`src/rtl/csr_bank_pkg.sv`:
```
// Shared types, CSR address map and mstatus field positions for the
// machine-mode CSR bank.
package csr_bank_pkg;

  localparam int CSR_XLEN = 32;

  typedef logic [11:0] csr_addr_t;

  typedef enum logic [1:0] {
    CSR_OP_NONE = 2'd0,
    CSR_OP_RW   = 2'd1,
    CSR_OP_RS   = 2'd2,
    CSR_OP_RC   = 2'd3
  } csr_op_t;

  localparam csr_addr_t ISA_CSR_ADDR_MSTATUS   = 12'h300;
  localparam csr_addr_t ISA_CSR_ADDR_MIE       = 12'h304;
  localparam csr_addr_t ISA_CSR_ADDR_MTVEC     = 12'h305;
  localparam csr_addr_t ISA_CSR_ADDR_MSCRATCH  = 12'h340;
  localparam csr_addr_t ISA_CSR_ADDR_MEPC      = 12'h341;
  localparam csr_addr_t ISA_CSR_ADDR_MCAUSE    = 12'h342;
  localparam csr_addr_t ISA_CSR_ADDR_MCYCLE    = 12'hB00;
  localparam csr_addr_t ISA_CSR_ADDR_MINSTRET  = 12'hB02;
  localparam csr_addr_t ISA_CSR_ADDR_MCYCLEH   = 12'hB80;
  localparam csr_addr_t ISA_CSR_ADDR_MINSTRETH = 12'hB82;
  localparam csr_addr_t ISA_CSR_ADDR_CYCLE     = 12'hC00;
  localparam csr_addr_t ISA_CSR_ADDR_INSTRET   = 12'hC02;
  localparam csr_addr_t ISA_CSR_ADDR_CYCLEH    = 12'hC80;
  localparam csr_addr_t ISA_CSR_ADDR_INSTRETH  = 12'hC82;
  localparam csr_addr_t ISA_CSR_ADDR_MHARTID   = 12'hF14;

  localparam int MSTATUS_MIE_BIT  = 3;
  localparam int MSTATUS_MPIE_BIT = 7;
  localparam int MSTATUS_MPP_LSB  = 11;

  // New CSR value produced by a read-modify-write instruction.
  function automatic logic [31:0] csr_wr_value(input csr_op_t op,
                                               input logic [31:0] old_val,
                                               input logic [31:0] operand);
    logic [31:0] res;
    case (op)
      CSR_OP_RW: res = operand;
      CSR_OP_RS: res = old_val | operand;
      CSR_OP_RC: res = old_val & ~operand;
      default:   res = old_val;
    endcase
    return res;
  endfunction

  // Architectural view of mstatus: MPP hardwired to machine mode.
  function automatic logic [31:0] mstatus_pack(input logic mie, input logic mpie);
    logic [31:0] res;
    res = 32'h0000_0000;
    res[MSTATUS_MPP_LSB +: 2] = 2'b11;
    res[MSTATUS_MPIE_BIT]     = mpie;
    res[MSTATUS_MIE_BIT]      = mie;
    return res;
  endfunction

  // Direct-mode vector / instruction alignment: low two bits cleared.
  function automatic logic [31:0] align4(input logic [31:0] val);
    return val & ~32'h0000_0003;
  endfunction

endpackage

```
`src/rtl/csr_bank_counter64.sv`:
```
// 64-bit free-running counter with independent 32-bit half writes.
// Any write suppresses that cycle's increment for the whole counter.
module csr_counter64
  import csr_bank_pkg::*;
(
  input  logic                clk,
  input  logic                rst,
  input  logic                inc,
  input  logic                wr_lo,
  input  logic                wr_hi,
  input  logic [CSR_XLEN-1:0] data,
  output logic [63:0]         value
);

  logic [63:0] cnt_r;

  // Counter state: reset, then half writes, then increment.
  always_ff @(posedge clk) begin
    if (rst) begin
      cnt_r <= 64'h0000_0000_0000_0000;
    end else if (wr_lo || wr_hi) begin
      cnt_r[31:0]  <= wr_lo ? data : cnt_r[31:0];
      cnt_r[63:32] <= wr_hi ? data : cnt_r[63:32];
    end else if (inc) begin
      cnt_r <= cnt_r + 64'd1;
    end
  end

  assign value = cnt_r;

endmodule

```
`src/rtl/csr_bank.sv`:
```
// Machine-mode CSR bank: CSR instruction decode and read-modify-write,
// trap entry / mret side effects on mstatus, mepc and mcause, and the
// mcycle / minstret performance counters.
module csr_bank
  import csr_bank_pkg::*;
#(
  parameter logic [31:0] MHARTID      = 32'h0000_0000,
  parameter logic [31:0] MTVEC_RST    = 32'h0000_0000,
  parameter bit          HAS_MINSTRET = 1'b1
) (
  input  logic        clk,
  input  logic        rst,
  input  logic        req_valid,
  input  logic [1:0]  req_op,
  input  logic        req_we,
  input  logic [11:0] addr,
  input  logic [31:0] wdata,
  output logic [31:0] rdata,
  output logic        illegal,
  input  logic        trap_valid,
  input  logic [31:0] trap_cause,
  input  logic [31:0] trap_pc,
  input  logic        mret,
  input  logic        retire,
  output logic        mstatus_mie,
  output logic [31:0] mtvec_o,
  output logic [31:0] mepc_o
);

  logic        mst_mie_r;
  logic        mst_mpie_r;
  logic [31:0] mie_r;
  logic [31:0] mtvec_r;
  logic [31:0] mscratch_r;
  logic [31:0] mepc_r;
  logic [31:0] mcause_r;

  logic [63:0] mcycle_s;
  logic [63:0] minstret_s;

  csr_op_t     op_s;
  logic [31:0] read_val_s;
  logic        mapped_s;
  logic        minstret_addr_s;
  logic        illegal_s;
  logic        wr_en_s;
  logic [31:0] wr_val_s;

  assign op_s = csr_op_t'(req_op);

  // Address decode: old value of the selected CSR and whether it exists.
  always_comb begin
    read_val_s      = 32'h0000_0000;
    mapped_s        = 1'b1;
    minstret_addr_s = 1'b0;
    case (addr)
      ISA_CSR_ADDR_MSTATUS:  read_val_s = mstatus_pack(mst_mie_r, mst_mpie_r);
      ISA_CSR_ADDR_MIE:      read_val_s = mie_r;
      ISA_CSR_ADDR_MTVEC:    read_val_s = mtvec_r;
      ISA_CSR_ADDR_MSCRATCH: read_val_s = mscratch_r;
      ISA_CSR_ADDR_MEPC:     read_val_s = mepc_r;
      ISA_CSR_ADDR_MCAUSE:   read_val_s = mcause_r;
      ISA_CSR_ADDR_MCYCLE,
      ISA_CSR_ADDR_CYCLE:    read_val_s = mcycle_s[31:0];
      ISA_CSR_ADDR_MCYCLEH,
      ISA_CSR_ADDR_CYCLEH:   read_val_s = mcycle_s[63:32];
      ISA_CSR_ADDR_MINSTRET: begin
        read_val_s      = minstret_s[31:0];
        minstret_addr_s = 1'b1;
      end
      ISA_CSR_ADDR_MINSTRETH: begin
        read_val_s      = minstret_s[63:32];
        minstret_addr_s = 1'b1;
      end
      ISA_CSR_ADDR_INSTRET:  read_val_s = minstret_s[31:0];
      ISA_CSR_ADDR_INSTRETH: read_val_s = minstret_s[63:32];
      ISA_CSR_ADDR_MHARTID:  read_val_s = MHARTID;
      default:               mapped_s   = 1'b0;
    endcase
  end

  // Fault detection: unmapped CSR, reserved op, write to a read-only CSR,
  // or write to a counter that was configured out.
  always_comb begin
    illegal_s = 1'b0;
    if (req_valid) begin
      illegal_s = !mapped_s
               || (op_s == CSR_OP_NONE)
               || (req_we && (addr[11:10] == 2'b11))
               || (req_we && minstret_addr_s && !HAS_MINSTRET);
    end else begin
      illegal_s = 1'b0;
    end
  end

  assign wr_en_s  = req_valid && req_we && !illegal_s;
  assign wr_val_s = csr_wr_value(op_s, read_val_s, wdata);
  assign illegal  = illegal_s;
  assign rdata    = illegal_s ? 32'h0000_0000 : read_val_s;

  // Trap-sensitive state: trap entry beats mret, which beats a CSR write.
  always_ff @(posedge clk) begin
    if (rst) begin
      mst_mie_r  <= 1'b0;
      mst_mpie_r <= 1'b0;
      mepc_r     <= 32'h0000_0000;
      mcause_r   <= 32'h0000_0000;
    end else if (trap_valid) begin
      mst_mpie_r <= mst_mie_r;
      mst_mie_r  <= 1'b0;
      mepc_r     <= align4(trap_pc);
      mcause_r   <= trap_cause;
    end else if (mret) begin
      mst_mie_r  <= mst_mpie_r;
      mst_mpie_r <= 1'b1;
    end else if (wr_en_s) begin
      case (addr)
        ISA_CSR_ADDR_MSTATUS: begin
          mst_mie_r  <= wr_val_s[MSTATUS_MIE_BIT];
          mst_mpie_r <= wr_val_s[MSTATUS_MPIE_BIT];
        end
        ISA_CSR_ADDR_MEPC:   mepc_r   <= align4(wr_val_s);
        ISA_CSR_ADDR_MCAUSE: mcause_r <= wr_val_s;
        default: ;
      endcase
    end
  end

  // Plain read/write CSRs, unaffected by trap or mret.
  always_ff @(posedge clk) begin
    if (rst) begin
      mie_r      <= 32'h0000_0000;
      mtvec_r    <= MTVEC_RST;
      mscratch_r <= 32'h0000_0000;
    end else if (wr_en_s) begin
      case (addr)
        ISA_CSR_ADDR_MIE:      mie_r      <= wr_val_s;
        ISA_CSR_ADDR_MTVEC:    mtvec_r    <= align4(wr_val_s);
        ISA_CSR_ADDR_MSCRATCH: mscratch_r <= wr_val_s;
        default: ;
      endcase
    end
  end

  csr_counter64 u_mcycle (
    .clk   (clk),
    .rst   (rst),
    .inc   (1'b1),
    .wr_lo (wr_en_s && (addr == ISA_CSR_ADDR_MCYCLE)),
    .wr_hi (wr_en_s && (addr == ISA_CSR_ADDR_MCYCLEH)),
    .data  (wr_val_s),
    .value (mcycle_s)
  );

  generate
    if (HAS_MINSTRET) begin : g_minstret
      csr_counter64 u_minstret (
        .clk   (clk),
        .rst   (rst),
        .inc   (retire),
        .wr_lo (wr_en_s && (addr == ISA_CSR_ADDR_MINSTRET)),
        .wr_hi (wr_en_s && (addr == ISA_CSR_ADDR_MINSTRETH)),
        .data  (wr_val_s),
        .value (minstret_s)
      );
    end else begin : g_no_minstret
      assign minstret_s = 64'h0000_0000_0000_0000;
    end
  endgenerate

  assign mstatus_mie = mst_mie_r;
  assign mtvec_o     = mtvec_r;
  assign mepc_o      = mepc_r;

endmodule

```
`config.mk`:
```
export PLATFORM = sky130hd
export DESIGN_NAME = csr_bank
export DESIGN_NICKNAME = d
export VERILOG_FILES = /design/src/rtl/csr_bank_pkg.sv /design/src/rtl/csr_bank_counter64.sv /design/src/rtl/csr_bank.sv
export SDC_FILE = /design/constraint.sdc
export NUM_CORES = 1
export LEC_CHECK = 0
export CAP_MARGIN = 10
export CORE_ASPECT_RATIO = 1.4
export CORE_UTILIZATION = 35
export CTS_CLUSTER_SIZE = 28
export DETAILED_ROUTE_END_ITERATION = 12
export HOLD_SLACK_MARGIN = 0.12
export PLACE_DENSITY = 0.6
export SETUP_SLACK_MARGIN = 0.3
export SKIP_CTS_REPAIR_TIMING = 1
export SLEW_MARGIN = 0
export SYNTH_ARGS = -nofsm -noshare
export SYNTH_HDL_FRONTEND = slang
export SYNTH_SLANG_ARGS = --single-unit
export TNS_END_PERCENT = 20
```
`constraint.sdc`:
```
create_clock -name clk -period 8.1 [get_ports clk]
set_input_delay 1.62 -clock clk [delete_from_list [all_inputs] [get_ports clk]]
set_output_delay 1.62 -clock clk [all_outputs]
set_load 0.1 [all_outputs]
```
; ---- After elaboration in Yosys (flattened, before gate mapping)
; Cells that the tools add are included.
[totals]
n_memories = 0
regBits = 286
wordCells = 104
in_bits = 117
mem_bits_rw = 0
mem_bits_ro = 0
latch_bits = 0
output_inout_bits = 98
[op_classes]
n_eq_ne = 24
n_shift = 0
n_mux = 27
n_reduce_logical = 37
order_cmp = 0
add_sub_neg = 2
n_div = 0
n_mul = 0
n_bitwise = 3
[ops]
columns = cell, n
row1 = $mux 32, 13
row2 = $pmux 32 s10, 1
row3 = $mux 64, 3
row4 = $add 64x1->64 const B, 2
row5 = $eq 12x12->1 const B, 9
row6 = $pmux 32 s3, 1
row7 = $eq 12x10->1 const B, 6
row8 = $and 32x32->32, 1
row9 = $not 32->32, 1
row10 = $or 32x32->32, 1
row11 = $reduce_or 15->1, 1
row12 = $reduce_and 2->1, 7
row13 = $reduce_bool 2->1, 6
row14 = $reduce_or 2->1, 5
row15 = $mux 1, 9
row16 = $ne 2x1->1 const B, 4
row17 = $logic_and 1x1->1, 7
row18 = $eq 2x2->1 const B, 3
row19 = $reduce_and 3->1, 2
row20 = $reduce_bool 3->1, 2
row21 = $logic_or 1x1->1, 4
row22 = $eq 2x1->1 const B, 1
row23 = $logic_not 1->1, 2
row24 = $logic_not 2->1, 1
row25 = $ne 2x2->1 const B, 1

; ---- Logic depth before layout (Yosys ltp)
[depth]
word_depth = 13
mapped_depth = 11
ltp_nobuf = 8

; ---- Modules after synthesis
; A second synthesis with hierarchy kept.
[unflattened]
cells_unflattened = 2172
area_unflattened_um2 = 17219.0
[modules_own_cells]
columns = mod, n_inst, area_per_inst_um2, seq_area_each_um2, cells_per_inst
row1 = csr_bank, 1, 9051.2, 3163.0, 1089
row2 = csr_counter64 at g_minstret.u_minstret, 1, 4337.9, 1281.2, 573
row3 = csr_counter64 at u_mcycle, 1, 3829.9, 1281.2, 510

; ---- Worst setup path after synthesis
; No wires, ideal clock.
[synth_timing]
path_kind = input port to output port
from = input addr[7]
to = output rdata[20]
arrival_time_ns = 5.110
cell_stages = 9
n_path_buf = 3
required_ns = 6.480
slack_ns = 1.370
path_cell_list = buf_2 -> nor4b_1 -> clkbuf_1 -> o2111ai_1 -> o211a_1 -> nand3_1 -> a31oi_1 -> clkbuf_1 -> nor2_1
[synth_via]
elab_chain_cells = 8
word_cells_on_any_way = 27
classes_between = eq/ne (15) / mux (4) / reduce/logical (8)
[synth_lines]
columns = element, line
row1 = "start, declared", csr_bank.sv:16  ; input logic [11:0] addr,
row2 = $eq 12x12->1 or $eq 12x10->1 (tied branches), csr_bank.sv:56  ; case (addr)
row3 = $reduce_or 15->1 (no line) (*), -
row4 = $mux 1 (*), csr_bank.sv:56
row5 = $logic_not 1->1 (*), csr_bank.sv:87  ; illegal_s = !mapped_s
row6 = $logic_or 1x1->1 (*), csr_bank.sv:88  ; || (op_s == CSR_OP_NONE)
row7 = $logic_or 1x1->1 (*), csr_bank.sv:89  ; || (req_we && (addr[11:10] == 2'b11))
row8 = $mux 1 (*), csr_bank.sv:86  ; if (req_valid) begin
row9 = via illegal, csr_bank.sv:19  ; output logic illegal,
row10 = $mux 32 (*), csr_bank.sv:99  ; assign rdata = illegal_s ? 32'h0000_0000 : read_val_s;
row11 = "end, declared", csr_bank.sv:18  ; output logic [31:0] rdata,
; Mark *: on every way through the listed nets, which the timed path passes. The rest lies on a longest branch.

; ---- Worst setup path after layout
[layout_timing]
from = input addr[1]
to = output rdata[2]
[layout_via]
elab_chain_cells = 8
word_cells_on_any_way = 27
classes_between = eq/ne (15) / mux (4) / reduce/logical (8)
[layout_lines]
columns = element, line
row1 = $eq 12x12->1 or $eq 12x10->1 (tied branches), csr_bank.sv:56
row2 = $reduce_or 15->1 (no line), -
row3 = $mux 1, csr_bank.sv:56
row4 = $logic_not 1->1, csr_bank.sv:87
row5 = $logic_or 1x1->1, csr_bank.sv:88
row6 = $logic_or 1x1->1, csr_bank.sv:89
row7 = $mux 1, csr_bank.sv:86
row8 = $mux 32 (*), csr_bank.sv:99
; Mark *: on every way between the ends. The rest lies on a longest branch, timed or not.

==> impl_results.md <==
- Met1 Use GR: 43.5%
- Final setup margin: 1.19 ns
- I/O Pins: 215
- Async SR Flop Fraction: 0%
- Die height: 265 um
- Maximum vdd ir drop: 0.000171 V
- Syn_area_per_cell: 7.82 sq um
- Top cells by area, synth: dfxtp_1 (33%), nand2_1 (5.6%), o21ai_0 (4.7%), o22ai_1 (3.9%), nor2_1 (3.4%)
- Antenna violations before repair: 0
- CTS root buffer: clkbuf_16
- DR vias/cell: 6.71
- Final nets: ~2.4k
- Via Count: 19.9k
- Period Utilization, post-route: 85.3%
- Lkg Pwr: 6.85 nW
- TritonCTS Sinks: 286
- Vias in the first global route: 18.5k
- First-pass GRT wire length: 129,000 um
- Post-synth top cells: dfxtp_1 (286), nand2_1 (256), o21ai_0 (163)
- Post-synth cell types: 103
- Critical setup path kind: in -> out
- R2r worst-path depth: 7
- # fillers: 4,875
- Dpl ws: between 1 and 1.5 ns
- WP data required: 6.48 ns
- Unrepaired setup endpoints after global routing: no
- Core ar.: 48,900 sq um
- EDFF count, synth: 0
- Seq/Total Area, Yosys: 33.1%
- Post-synth top area share: 33.1%
- Final Hold Vio Count: 0
- Final Max Tran Viols: 0
- CTS tree: yes
- PD cells: 162 nW/um^2
- Synth warn: 0
- Arrival @ worst endpoint: 5.29 ns
- Most Crowded Layer GR: met2
- Flop and latch count out of synthesis: 286
- Hold Crit Start: mie_r[3]
- Layout cells sized above 1: between 10% and 20%
- Tmin final: 6.91 ns
- FF-to-FF End: u_mcycle.value[40]
- Slew at the pin with the worst max-slew slack: 1.23 ns
- Most frequent cell after synthesis: dfxtp_1
- Skew final: approximately 0.017 ns
- CP endpoint kind: output pin
- CTS Buf Count: 31
- DRC Markers: 0
- Outcome: finished, final reports clean
- Dominant synthesized flop cell: dfxtp_1
- Sequential Area: between 5000 and 6000 sq um
- Crit start category: input pin
- Dominant cell type by area after synthesis: dfxtp_1
- GRT Util Overall: a little over a third
- WL/cell: 30.4 um
- Num rows: 96
- P&R area growth vs syn: 22.8%
- Hold Crit Depth: 2
- Max-capacitance violation count: 0
- Post-Route WL: 90,400 um
- R2r setup slk: 4.73 ns
- Dpl hpwl: 64,200 um
- Total negative slack: 0 ns
- Clk_lat worst skew: between 0.6 and 0.7 ns
- IO buf count: 208
- GR Util met3: 5.83%
- Cells after Synth: 2,212
- Slew margin rel.: 17.5%
- Critical path peak fanout: 18
- Max frequency: 145 MHz
- Synth Cell Area: 17,300 sq um
- DIE WIDTH: around 190 um
- ANT nets after route: 0
- Full die area: between 50,000 and 60,000 sq um
- Final number of setup-violating endpoints: 0
- Iter 0 DRT Violations: 2,813
- GRT met2 Usage: 55.4%
- Tightest Hold Check Type: reg -> reg
- Maximum clock insertion buffer count: 3
- Maximum number of pins on one net before global-route repair: 79
- Reg clk slew, reported paths: 0.07 ns
- Routability cong.: 0.986
- Worst Hold End: mie_r[3]
- DRT Pass-1 Iters: 7
- Grt total ovfl: 0
- Worst r2r src: g_minstret.u_minstret.value[40]
- Initial Util: 35.4%
- Multi-input logic area: 10,800 sq um
- Start point of the critical path: addr[1]
- CTS H-tree lvls: 1
[worst max-delay path: stages]
cell and delay [ns]:
clkdlybuf4s50_1 1.06, nor2b_1 0.69, buf_4 0.28, a22oi_1 0.07, o32ai_1 0.68, nor3_1 0.14
a21oi_1 0.48, buf_12 0.25
[cells by family (layout without fill, tap and decap cells)]
logic type               after synthesis  after routing  share of synthesized area (%)
XOR/XNOR                              30             30                           1.52
AND/OR/NAND/NOR                      821            821                           24.4
buffers and inverters                218            337                           5.23
AO/OA/AOI/OAI                        772            772                           30.6
flip-flops                           286            286                           33.1
other                                  1              5                         0.0217
adder cells (fa/ha/maj)                2              2                          0.145
multiplexers                          82             82                           4.98
[area by class of cell]
class / count / area share [%]
antenna: 1 / 0.0118
clock buffer: 41 / 4.26
clock inverter: 16 / 0.778
inverter: 16 / 0.283
multi-input combinational: 1711 / 50.8
sequential: 286 / 27.0
tap: 637 / 3.76
timing repair buffer: 264 / 13.2
[metrics by stage]
step | power, mW | instances | instance area [sq um] | hold slack (ns) | utilization, %
final | 3.44 | 2972 | 21200 | 0.457 | 43.4
after CTS | 3.42 | 2971 | 21200 | 0.458 | 43.4
after detailed placement | 1.92 | 2914 | 20200 | 0.443 | 41.2
after global routing | 3.50 | 2971 | 21200 | 0.483 | 43.4
after global placement | 1.92 | 2914 | 20100 | 0.433 | 41.2
after floorplan | 1.71 | 2215 | 17300 | 0.417 | -
[where the power goes]
group	switching (mW)	internal, mW	total, mW	leakage (nW)
Combinational	0.323	0.138	0.461	4.00
Sequential	0.0234	1.43	1.45	2.32
Clock	0.678	0.851	1.53	0.532
[per-layer routing]
layer | wire, um | share of wire (%) | vias up
li1 | - | - | 8641
met5 | 0 | 0 | -
met4 | 6480 | 7.2 | 0
met1 | 33900 | 38 | 9649
met2 | 41300 | 46 | 1352
met3 | 8740 | 9.7 | 304
[registers in the layout (all words and copies together) (netlist names)]
signal / flops
g_minstret.u_minstret.value: 64
mcause_r: 32
mepc_o: 30
mie_r: 32
mscratch_r: 32
mst_mpie_r: 1
mstatus_mie: 1
mtvec_o: 30
u_mcycle.value: 64
[worst max path at each step]
stage / to / slack (ns) / cells past startpoint
floorplan: rdata[20] / 1.37 / 9
global placement: rdata[26] / 1.35 / 6
detailed placement: rdata[26] / 1.37 / 6
CTS: rdata[26] / 1.34 / 6
global route: rdata[29] / 1.16 / 9
finish: rdata[2] / 1.19 / 8
[placed cells by master, fill, tap and decap left out, types with 11 or more instances in the layout]
cell type | synthesis | layout
dfxtp_1 | 286 | 286
nand2_1 | 256 | 256
clkdlybuf4s50_1 | 0 | 169
o21ai_0 | 163 | 163
nor2_1 | 156 | 153
a21oi_1 | 111 | 108
o22ai_1 | 108 | 108
nand3_1 | 96 | 96
a22oi_1 | 73 | 73
buf_4 | 5 | 58
nor3_1 | 57 | 57
mux2i_1 | 50 | 50
a22o_1 | 46 | 46
and3_1 | 40 | 40
nand4_1 | 39 | 39
a211oi_1 | 36 | 36
a31oi_1 | 36 | 35
buf_12 | 0 | 32
clkbuf_16 | 0 | 31
mux2_2 | 30 | 30
xnor2_1 | 27 | 27
nor4_1 | 26 | 26
and2_1 | 18 | 18
or4_1 | 18 | 18
o211ai_1 | 17 | 17
nand2b_1 | 17 | 17
inv_1 | 15 | 15
or3_1 | 15 | 15
a2111oi_0 | 13 | 13
o31a_1 | 13 | 13
o2bb2ai_1 | 12 | 12
o32ai_1 | 12 | 12
o21a_1 | 11 | 11
and4_1 | 11 | 11
Power figures use the tool's default switching activity.
